--- src/rtl/max2831_pkg.sv ---
// Shared constants and state encoding for the MAX2831 3-wire SPI write controller.
package max2831_pkg;

  localparam int WORD_W = 18;
  localparam int DATA_W = 14;
  localparam int ADDR_W = 4;

  localparam logic [ADDR_W-1:0] REG_R3 = 4'd3;
  localparam logic [ADDR_W-1:0] REG_R4 = 4'd4;

  // Half-period index: 0 = setup, 1..36 = bit low/high halves, 37 = CS hold.
  localparam int HC_W = 6;
  localparam logic [HC_W-1:0] HC_LAST      = HC_W'(2 * WORD_W + 1);
  localparam logic [HC_W-1:0] HC_SCLK_MAX  = HC_W'(2 * WORD_W - 1);
  localparam logic [HC_W-1:0] HC_SHIFT_MIN = HC_W'(2);
  localparam logic [HC_W-1:0] HC_SHIFT_MAX = HC_W'(2 * WORD_W - 2);

  typedef enum logic [2:0] {
    ST_IDLE,
    ST_LOAD,
    ST_SHIFT,
    ST_HOLD,
    ST_GAP,
    ST_RELEASE
  } state_e;

endpackage

--- src/rtl/max2831_spi_shifter.sv ---
// Serialises one 18-bit word MSB first: SCLK idles low, SDATA moves on falling edges,
// CS_B framed by one setup and one hold half-period.
module max2831_spi_shifter
  import max2831_pkg::*;
#(
  parameter int CLK_DIV = 2
) (
  input  logic              clk_i,
  input  logic              rst_ni,
  input  logic              start_i,
  input  logic [WORD_W-1:0] word_i,
  output logic              sclk_o,
  output logic              sdata_o,
  output logic              cs_n_o,
  output logic              hold_o,
  output logic              last_o
);

  localparam int DIV_W = (CLK_DIV > 1) ? $clog2(CLK_DIV) : 1;

  logic              busy_q, busy_d;
  logic [DIV_W-1:0]  div_q, div_d;
  logic [HC_W-1:0]   hc_q, hc_d;
  logic              sclk_q, sclk_d;
  logic              sdata_q, sdata_d;
  logic              cs_n_q, cs_n_d;
  logic [WORD_W-2:0] sreg_q, sreg_d;
  logic              div_end;

  assign div_end = (div_q == DIV_W'(CLK_DIV - 1));
  assign hold_o  = busy_q && (hc_q == HC_LAST);
  assign last_o  = hold_o && div_end;
  assign sclk_o  = sclk_q;
  assign sdata_o = sdata_q;
  assign cs_n_o  = cs_n_q;

  always_comb begin
    busy_d  = busy_q;
    div_d   = div_q;
    hc_d    = hc_q;
    sclk_d  = sclk_q;
    sdata_d = sdata_q;
    cs_n_d  = cs_n_q;
    sreg_d  = sreg_q;
    if (start_i && !busy_q) begin
      busy_d  = 1'b1;
      div_d   = '0;
      hc_d    = '0;
      sclk_d  = 1'b0;
      cs_n_d  = 1'b0;
      sdata_d = word_i[WORD_W-1];
      sreg_d  = word_i[WORD_W-2:0];
    end else if (busy_q) begin
      if (!div_end) begin
        div_d = div_q + 1'b1;
      end else begin
        div_d = '0;
        if (hc_q == HC_LAST) begin
          busy_d  = 1'b0;
          cs_n_d  = 1'b1;
          sdata_d = 1'b0;
          sclk_d  = 1'b0;
        end else begin
          hc_d   = hc_q + 1'b1;
          // Odd index moves into a high half; even index (2..34) into the next bit's low half.
          sclk_d = hc_q[0] && (hc_q <= HC_SCLK_MAX);
          if (!hc_q[0] && (hc_q >= HC_SHIFT_MIN) && (hc_q <= HC_SHIFT_MAX)) begin
            sdata_d = sreg_q[WORD_W-2];
            sreg_d  = {sreg_q[WORD_W-3:0], 1'b0};
          end
        end
      end
    end
  end

  always_ff @(posedge clk_i or negedge rst_ni) begin
    if (!rst_ni) begin
      busy_q  <= 1'b0;
      div_q   <= '0;
      hc_q    <= '0;
      sclk_q  <= 1'b0;
      sdata_q <= 1'b0;
      cs_n_q  <= 1'b1;
      sreg_q  <= '0;
    end else begin
      busy_q  <= busy_d;
      div_q   <= div_d;
      hc_q    <= hc_d;
      sclk_q  <= sclk_d;
      sdata_q <= sdata_d;
      cs_n_q  <= cs_n_d;
      sreg_q  <= sreg_d;
    end
  end

endmodule

--- src/rtl/max2831_spi_ctrl.sv ---
// AFC/host arbitration and handshakes in front of the MAX2831 SPI shifter;
// sole driver of the transceiver serial pins.
module max2831_spi_ctrl
  import max2831_pkg::*;
#(
  parameter int CLK_DIV = 2,
  parameter int CS_GAP  = 4
) (
  input  logic              HCLK,
  input  logic              HRESETn,
  input  logic              freq_tx_req,
  input  logic [DATA_W-1:0] data_out,
  input  logic              MSB_LSB,
  output logic              freq_tx_grant,
  output logic              max2831_ready,
  input  logic              host_req,
  input  logic [ADDR_W-1:0] host_addr,
  input  logic [DATA_W-1:0] host_data,
  output logic              host_ack,
  output logic              spi_sclk,
  output logic              spi_sdata,
  output logic              spi_cs_n
);

  localparam int GAP_W = (CS_GAP > 1) ? $clog2(CS_GAP) : 1;

  state_e            state_q, state_d;
  logic              grant_q, grant_d;
  logic              ready_q, ready_d;
  logic              ack_q, ack_d;
  logic              last_host_q, last_host_d;
  logic              win_afc_q, win_afc_d;
  logic [GAP_W-1:0]  gap_q, gap_d;

  logic              pick_afc;
  logic              win_req;
  logic              start;
  logic [WORD_W-1:0] word;
  logic              sh_hold;
  logic              sh_last;

  // On a tie the requester not served last wins.
  assign pick_afc = freq_tx_req && (!host_req || last_host_q);
  assign win_req  = win_afc_q ? freq_tx_req : host_req;
  assign word     = pick_afc ? {data_out, (MSB_LSB ? REG_R4 : REG_R3)}
                             : {host_data, host_addr};

  always_comb begin
    state_d     = state_q;
    grant_d     = grant_q;
    ready_d     = ready_q;
    ack_d       = 1'b0;
    last_host_d = last_host_q;
    win_afc_d   = win_afc_q;
    gap_d       = gap_q;
    start       = 1'b0;
    case (state_q)
      ST_IDLE: begin
        if (freq_tx_req || host_req) begin
          start       = 1'b1;
          state_d     = ST_LOAD;
          win_afc_d   = pick_afc;
          last_host_d = !pick_afc;
          grant_d     = pick_afc;
          ready_d     = 1'b0;
        end
      end
      ST_LOAD: state_d = ST_SHIFT;
      ST_SHIFT, ST_HOLD: begin
        if (sh_last) begin
          state_d = ST_GAP;
          gap_d   = '0;
          ack_d   = !win_afc_q;
        end else if (sh_hold) begin
          state_d = ST_HOLD;
        end
      end
      ST_GAP: begin
        if (gap_q == GAP_W'(CS_GAP - 1)) begin
          // A request already withdrawn releases with no extra wait cycle.
          if (!win_req) begin
            state_d = ST_IDLE;
            grant_d = 1'b0;
            ready_d = 1'b1;
          end else begin
            state_d = ST_RELEASE;
          end
        end else begin
          gap_d = gap_q + 1'b1;
        end
      end
      ST_RELEASE: begin
        if (!win_req) begin
          state_d = ST_IDLE;
          grant_d = 1'b0;
          ready_d = 1'b1;
        end
      end
      default: state_d = ST_IDLE;
    endcase
  end

  always_ff @(posedge HCLK or negedge HRESETn) begin
    if (!HRESETn) begin
      state_q     <= ST_IDLE;
      grant_q     <= 1'b0;
      ready_q     <= 1'b1;
      ack_q       <= 1'b0;
      last_host_q <= 1'b1;
      win_afc_q   <= 1'b0;
      gap_q       <= '0;
    end else begin
      state_q     <= state_d;
      grant_q     <= grant_d;
      ready_q     <= ready_d;
      ack_q       <= ack_d;
      last_host_q <= last_host_d;
      win_afc_q   <= win_afc_d;
      gap_q       <= gap_d;
    end
  end

  max2831_spi_shifter #(
    .CLK_DIV(CLK_DIV)
  ) u_shifter (
    .clk_i  (HCLK),
    .rst_ni (HRESETn),
    .start_i(start),
    .word_i (word),
    .sclk_o (spi_sclk),
    .sdata_o(spi_sdata),
    .cs_n_o (spi_cs_n),
    .hold_o (sh_hold),
    .last_o (sh_last)
  );

  assign freq_tx_grant = grant_q;
  assign max2831_ready = ready_q;
  assign host_ack      = ack_q;

endmodule

--- config.mk ---
export PLATFORM = sky130hd
export DESIGN_NAME = max2831_spi_ctrl
export DESIGN_NICKNAME = d
export VERILOG_FILES = /design/src/rtl/max2831_pkg.sv /design/src/rtl/max2831_spi_shifter.sv /design/src/rtl/max2831_spi_ctrl.sv
export SDC_FILE = /design/constraint.sdc
export NUM_CORES = 1
export LEC_CHECK = 0
export BUFFER_PORTS_ARGS = -buffer_cell sky130_fd_sc_hd__buf_2
export CORE_MARGIN = 4
export CORE_UTILIZATION = 50
export DETAILED_ROUTE_END_ITERATION = 16
export PLACE_DENSITY = 0.73
export SLEW_MARGIN = 20
export SYNTH_ARGS = -nofsm -noshare
export SYNTH_HDL_FRONTEND = slang
export SYNTH_HIERARCHICAL = 1
export SYNTH_SLANG_ARGS = --single-unit
--- constraint.sdc ---
create_clock -name HCLK -period 4.27 [get_ports HCLK]
set_input_delay 1.281 -clock HCLK [delete_from_list [all_inputs] [get_ports HCLK]]
set_output_delay 1.281 -clock HCLK [all_outputs]
set_load 0.05 [all_outputs]
Word level (Yosys, flattened, before mapping)
Index checks and enable logic that the tools add are counted.
{ "classes": {"n_addsub": 3, "n_mul": 0, "div_mod_pow": 0, "order_cmp": 3, "n_eq_ne": 14, "shift": 0, "mux": 54, "bitwise_logic": 0, "reduce_logical": 32} }
{ "ops": {"columns": ["cell", "n"], "rows": [
  ["2-to-1 mux 17 bit", 5],
  ["2-to-1 mux 1 bit", 31],
  ["2-to-1 mux 6 bit", 4],
  ["2-to-1 mux 3 bit", 7],
  ["2-to-1 mux 18 bit", 1],
  ["case mux 3 bit (5 select lines)", 1],
  ["AND reduction 3 bit", 5],
  ["<= comparator 6 bit, second input constant", 2],
  ["inequality test 2 bit, second input constant", 6],
  ["nonzero test 2 bit", 5],
  ["AND reduction 4 bit", 2],
  ["logical AND 1 bit", 7],
  ["adder 6 x 1 -> 6 bit, second input constant", 1],
  ["== test 3 x 2 -> 1 bit, second input constant", 2],
  ["== test 3 bit, second input constant", 2],
  ["== test 6 bit, second input constant", 1],
  [">= comparator 6 x 2 -> 1 bit, second input constant", 1],
  ["case mux 1 bit (3 select lines)", 2],
  ["nonzero test 3 bit", 2],
  ["zero test 1 bit", 5],
  ["2-to-1 mux 2 bit", 2],
  ["case mux 2 bit (2 select lines)", 1],
  ["AND reduction 2 bit", 2],
  ["== test 3 x 1 -> 1 bit, second input constant", 1],
  ["7 further kinds", 8]
]} }
{ "word_totals": {"ff_bits": 38, "latchBits": 0, "mem_bits_rw": 0, "rom_bits": 0, "input_bits": 37, "output_inout_bits": 6, "memories": 0} }

Longest topological paths before layout
{ "logic_depth": {"word_depth": 8, "mapped_depth": 7} }

Hierarchy
The synthesis kept the hierarchy.
{ "by_module_without_submodules": {"columns": ["module", "instances", "cells_each", "area_per_inst_um2"], "rows": [
  ["max2831_spi_shifter", 1, 117, 1413.9],
  ["max2831_spi_ctrl", 1, 76, 803.3]
]} }

Worst setup path after synthesis
Ideal clock, no wire load.
{ "synth_timing": {"path_type": "input-to-reg", "from": "input freq_tx_req", "to": "register u_shifter.sdata_q, in the netlist u_shifter/sdata_o", "arrival_ps": 2556, "required_ps": 4176, "slack_ps": 1620, "stages": 7, "path_buffers": 2, "cell_sequence": "buf_2 > nor2_1 > nor2_2 > nor2b_1 > buf_2 > a211oi_1 > a211oi_1"} }
{ "synth_via": {"elab_chain_len": 6} }
{ "synth_lines": {"columns": ["item", "line", "source"], "rows": [
  ["from (decl)", "max2831_spi_ctrl.sv:11", "input logic freq_tx_req,"],
  ["logical OR 1 bit *", "max2831_spi_ctrl.sv:59", "if (freq_tx_req || host_req) begin"],
  ["2-to-1 mux 1 bit *", "max2831_spi_ctrl.sv:59", null],
  ["2-to-1 mux 1 bit *", "max2831_spi_ctrl.sv:57", "case (state_q)"],
  ["via start", "max2831_spi_ctrl.sv:37", "logic start;"],
  ["logical AND 1 bit *", "max2831_spi_shifter.sv:45", "if (start_i && !busy_q) begin"],
  ["nonzero test 3 bit (no source line) / nonzero test 2 bit (equally long branches)", null, null],
  ["AND reduction 3 bit (no source line)", null, null],
  ["to (signal assigned)", "max2831_spi_shifter.sv:90", "sdata_q <= sdata_d;"],
  ["to (decl)", "max2831_spi_shifter.sv:25", "logic sdata_q, sdata_d;"]
]} }
Mark *: on every way through the listed nets, which the timed path passes. The rest lies on a longest branch.
A chain may end at the register's enable or synchronous reset.

Worst setup path in the final report
{ "layout_timing": {"from": "input freq_tx_req", "to": "register u_shifter.sreg_q[2]"} }
{ "layout_via": {"elab_chain_len": 6} }
{ "layout_lines": {"columns": ["item", "line", "source"], "rows": [
  ["logical OR 1 bit *", "max2831_spi_ctrl.sv:59", null],
  ["2-to-1 mux 1 bit *", "max2831_spi_ctrl.sv:59", null],
  ["2-to-1 mux 1 bit *", "max2831_spi_ctrl.sv:57", null],
  ["via start", "max2831_spi_ctrl.sv:37", null],
  ["logical AND 1 bit *", "max2831_spi_shifter.sv:45", null],
  ["inequality test 2 bit (no source line) / nonzero test 2 bit (equally long branches)", null, null],
  ["AND reduction 4 bit (no source line)", null, null],
  ["to (signal assigned)", "max2831_spi_shifter.sv:92", "sreg_q <= sreg_d;"],
  ["to (decl)", "max2831_spi_shifter.sv:27", "logic [WORD_W-2:0] sreg_q, sreg_d;"]
]} }
Marked as above.

==> results.py <==
metrics = {
    "status": {
        "status": "completed",
    },
    "placed_design": {
        "placed_area_sq_um": 2410,
        "place_hpwl_um": 3050,
        "gp_congestion": 0.812,
        "io_buffers": 42,
        "dp_cells": 276,
        "post-place-ws_ps": 1520,
    },
    "worst_setup_path": {
        "start_kind": "input port",
        "r2r-start": "state_q[1]",
        "critPathArrivalTime_ps": 2630,
        "required_ps": 4450,
        "crit_chain": "buf_2, nor2_1, nor2_2, nor2b_1, buf_4, a31o_4, o221a_2",
        "reg2reg_to": "u_shifter/sreg_q[14]",
        "crit_path_max_fanout": 26,
        "reg2reg_setup_slack_ps": 2140,
        "crit_slowest_cell": "a31o_4",
        "r2r_cells": 6,
        "slowest_delay_ps": 300,
        "end_kind": "flop",
        "crit_type": "input port to flop",
    },
    "logic_synthesis": {
        "async_flop_share_pct": 100,
        "yosysMostFrequentCell": "dfrtp_1",
        "ys.flop_type": "dfrtp_1",
        "synth_common_cells": "dfrtp_1 (35), nand2b_1 (17), mux2_1 (15), nor2_1 (12), o221a_1 (10)",
        "syn_area_sq_um": 2220,
        "synth_area_leader_cell": "dfrtp_1",
        "synth_fp_nets": 234,
        "ys_seq_area_share_pct": 43.1,
        "synth_top_area_share_pct": 39.5,
        "ys_types": 57,
        "syn_inst": 193,
        "synth_area_leaders": "dfrtp_1 (40%), mux2_1 (7.6%), o221a_1 (5.1%), nand2b_1 (4.8%), dfstp_2 (3.6%)",
        "postSynthAreaPerCell_sq_um": 11.5,
        "yosys_warnings": 6,
        "synth-seq-cells": 38,
        "synth-edff-count": 0,
    },
    "clock_tree": {
        "clk_pin_slew_ps": 70,
        "clk_path_buf_depth": 2,
        "root_buffer": "clkbuf_8",
        "cts_tree": "built",
        "postCtsSetupRepairBufs": 0,
        "htreeDepth": 2,
        "numCtsBuffers": 5,
        "ctsHoldBuffers": 0,
        "cts_sinks": 38,
        "insertion_delay_ps": 300,
        "cts_resized": 0,
    },
    "global_route": {
        "grt_pass1_vias": 1542,
        "grt_max_degree": 39,
        "grtUsageTotal_pct": 17.3,
        "grt_overflow": 0,
        "grt_pass1_wl_um": 7270,
        "antenna_found_initial": 0,
    },
    "min_path": {
        "hold_path.startpoint": "gap_q[1]",
        "min_to": "gap_q[1]",
        "min_delay_path_depth": 1,
        "hold_path.class": "flop to flop",
    },
    "finish": {
        "layout-drive-gt1-share_pct": 33.3,
        "finalNetCount": 274,
        "final_area_sq_um": 2520,
        "final_cells": 284,
        "n_antenna_cell": 0,
        "syn_to_final_growth_pct": 13.5,
        "fin_util_pct": 60.7,
    },
    "power": {
        "total_power_mw": 1.61,
        "p_leak_nw": 1.06,
        "ir_worst_vdd_mv": 0.352,
        "p_per_area_nw_per_um2": 639,
    },
    "sta": {
        "tightest_slew_ps": 802,
        "finClkSkew_ps": 5.68,
        "min_period_ps": 2450,
        "holdWs_ps": 513,
        "rsz0062_at_grt": "false",
        "min_period_over_period_pct": 57.3,
        "hold_viol_final": 0,
        "relSlewSlack_pct": 46.5,
        "fin_ws_ps": 1820,
        "max_freq_mhz": 409,
        "finalSetupViolations": 0,
        "final_max_slew_viol_count": 0,
        "setup_tns_ps": 0,
    },
    "job": {
        "max_cap_violations": 0,
    },
    "floorplanning": {
        "start_util_pct": 53.5,
        "die_area_sq_um": 5560,
        "io_pins": 43,
        "rows": 23,
        "die_w_um": 74.6,
        "core_area_sq_um": 4140,
        "dieHeight_um": 74.6,
    },
    "detailed_routing": {
        "dr.pass1.iters": 4,
        "viasPerCell": 5.67,
        "routedWlPerCell_um": 15.2,
        "wl_um": 4310,
        "drt-initial-drc-count": 109,
        "drc": 0,
        "ant_nets": 0,
        "num_vias": 1611,
    },
}
layout make-up:
type / instances / area [sq um]
fillers: 369 / 1630
multi-input cells: 139 / 1150
flip-flops and latches: 38 / 955
repair buffers: 43 / 218
clock buffers: 7 / 76.3
well taps: 50 / 62.6
clock inverters: 1 / 30.0
inverters: 6 / 22.5
sequential cells by signal, indices dropped and copies added (netlist names), 2 cells and up:
register          cells
u_shifter/hc_q        6
u_shifter/sreg_q     17
gap_q                 2
state_q               3
worst max-delay path by stage:
| stage | slack (ps) | cells after the start | start | end |
|---|---|---|---|---|
| after CTS | 1830 | 7 | freq_tx_req | u_shifter/sreg_q[5] |
| final | 1820 | 7 | freq_tx_req | u_shifter/sreg_q[2] |
| after global placement | 1540 | 7 | freq_tx_req | u_shifter/sreg_q[4] |
| after detailed placement | 1520 | 7 | host_req | u_shifter/sreg_q[5] |
| after floorplan | 1620 | 7 | freq_tx_req | u_shifter/sdata_o |
| after global routing | 1740 | 7 | host_req | u_shifter/sreg_q[14] |
report_power, final:
group          total [mW]  internal (mW)  switching, mW
Clock               0.300          0.175          0.125
Combinational       0.649          0.301          0.348
Sequential          0.659          0.509          0.149
Total                1.61          0.985          0.622
cells by family (layout without fill, tap and decap cells):
kind of cell | Yosys count | after routing | share of synthesized area, %
AND/OR/NAND/NOR | 66 | 66 | 19.1
XOR/XNOR | 4 | 4 | 1.58
flip-flops | 38 | 38 | 43.1
multiplexers | 22 | 22 | 11.1
adder cells (fa/ha/maj) | 4 | 4 | 2.26
AO/OA/AOI/OAI | 43 | 43 | 17.9
buffers and inverters | 16 | 57 | 4.97
layout by cell type (no fill, tap or decap), types with 3 or more instances in the layout:
master / Yosys / final
buf_2: 4 / 42
dfrtp_1: 35 / 35
nand2b_1: 17 / 17
mux2_1: 15 / 15
nor2_1: 12 / 12
o221a_1: 10 / 10
nand2_1: 7 / 7
o221a_2: 6 / 6
clkbuf_8: 0 / 5
inv_1: 4 / 4
mux2i_1: 4 / 4
nor3_1: 4 / 4
o21ai_0: 4 / 4
ha_1: 4 / 4
and2_1: 3 / 3
nor2b_1: 3 / 3
dfstp_2: 3 / 3
a211oi_1: 3 / 3
worst max-delay path, delay by kind of cell:
kind                   cells  cell delay [ps]
AO/OA/AOI/OAI              2              560
buffers and inverters      2              370
AND/OR/NAND/NOR            3              410
routing by layer:
metal	vias to the layer above	track usage (%)	routed length, um
met2	39	25.0	1940
met3	8	3.78	266
met1	763	25.2	2020
met4	0	7.11	80
met5	-	0	0
li1	801	-	-
Power figures use the tool's default switching activity.
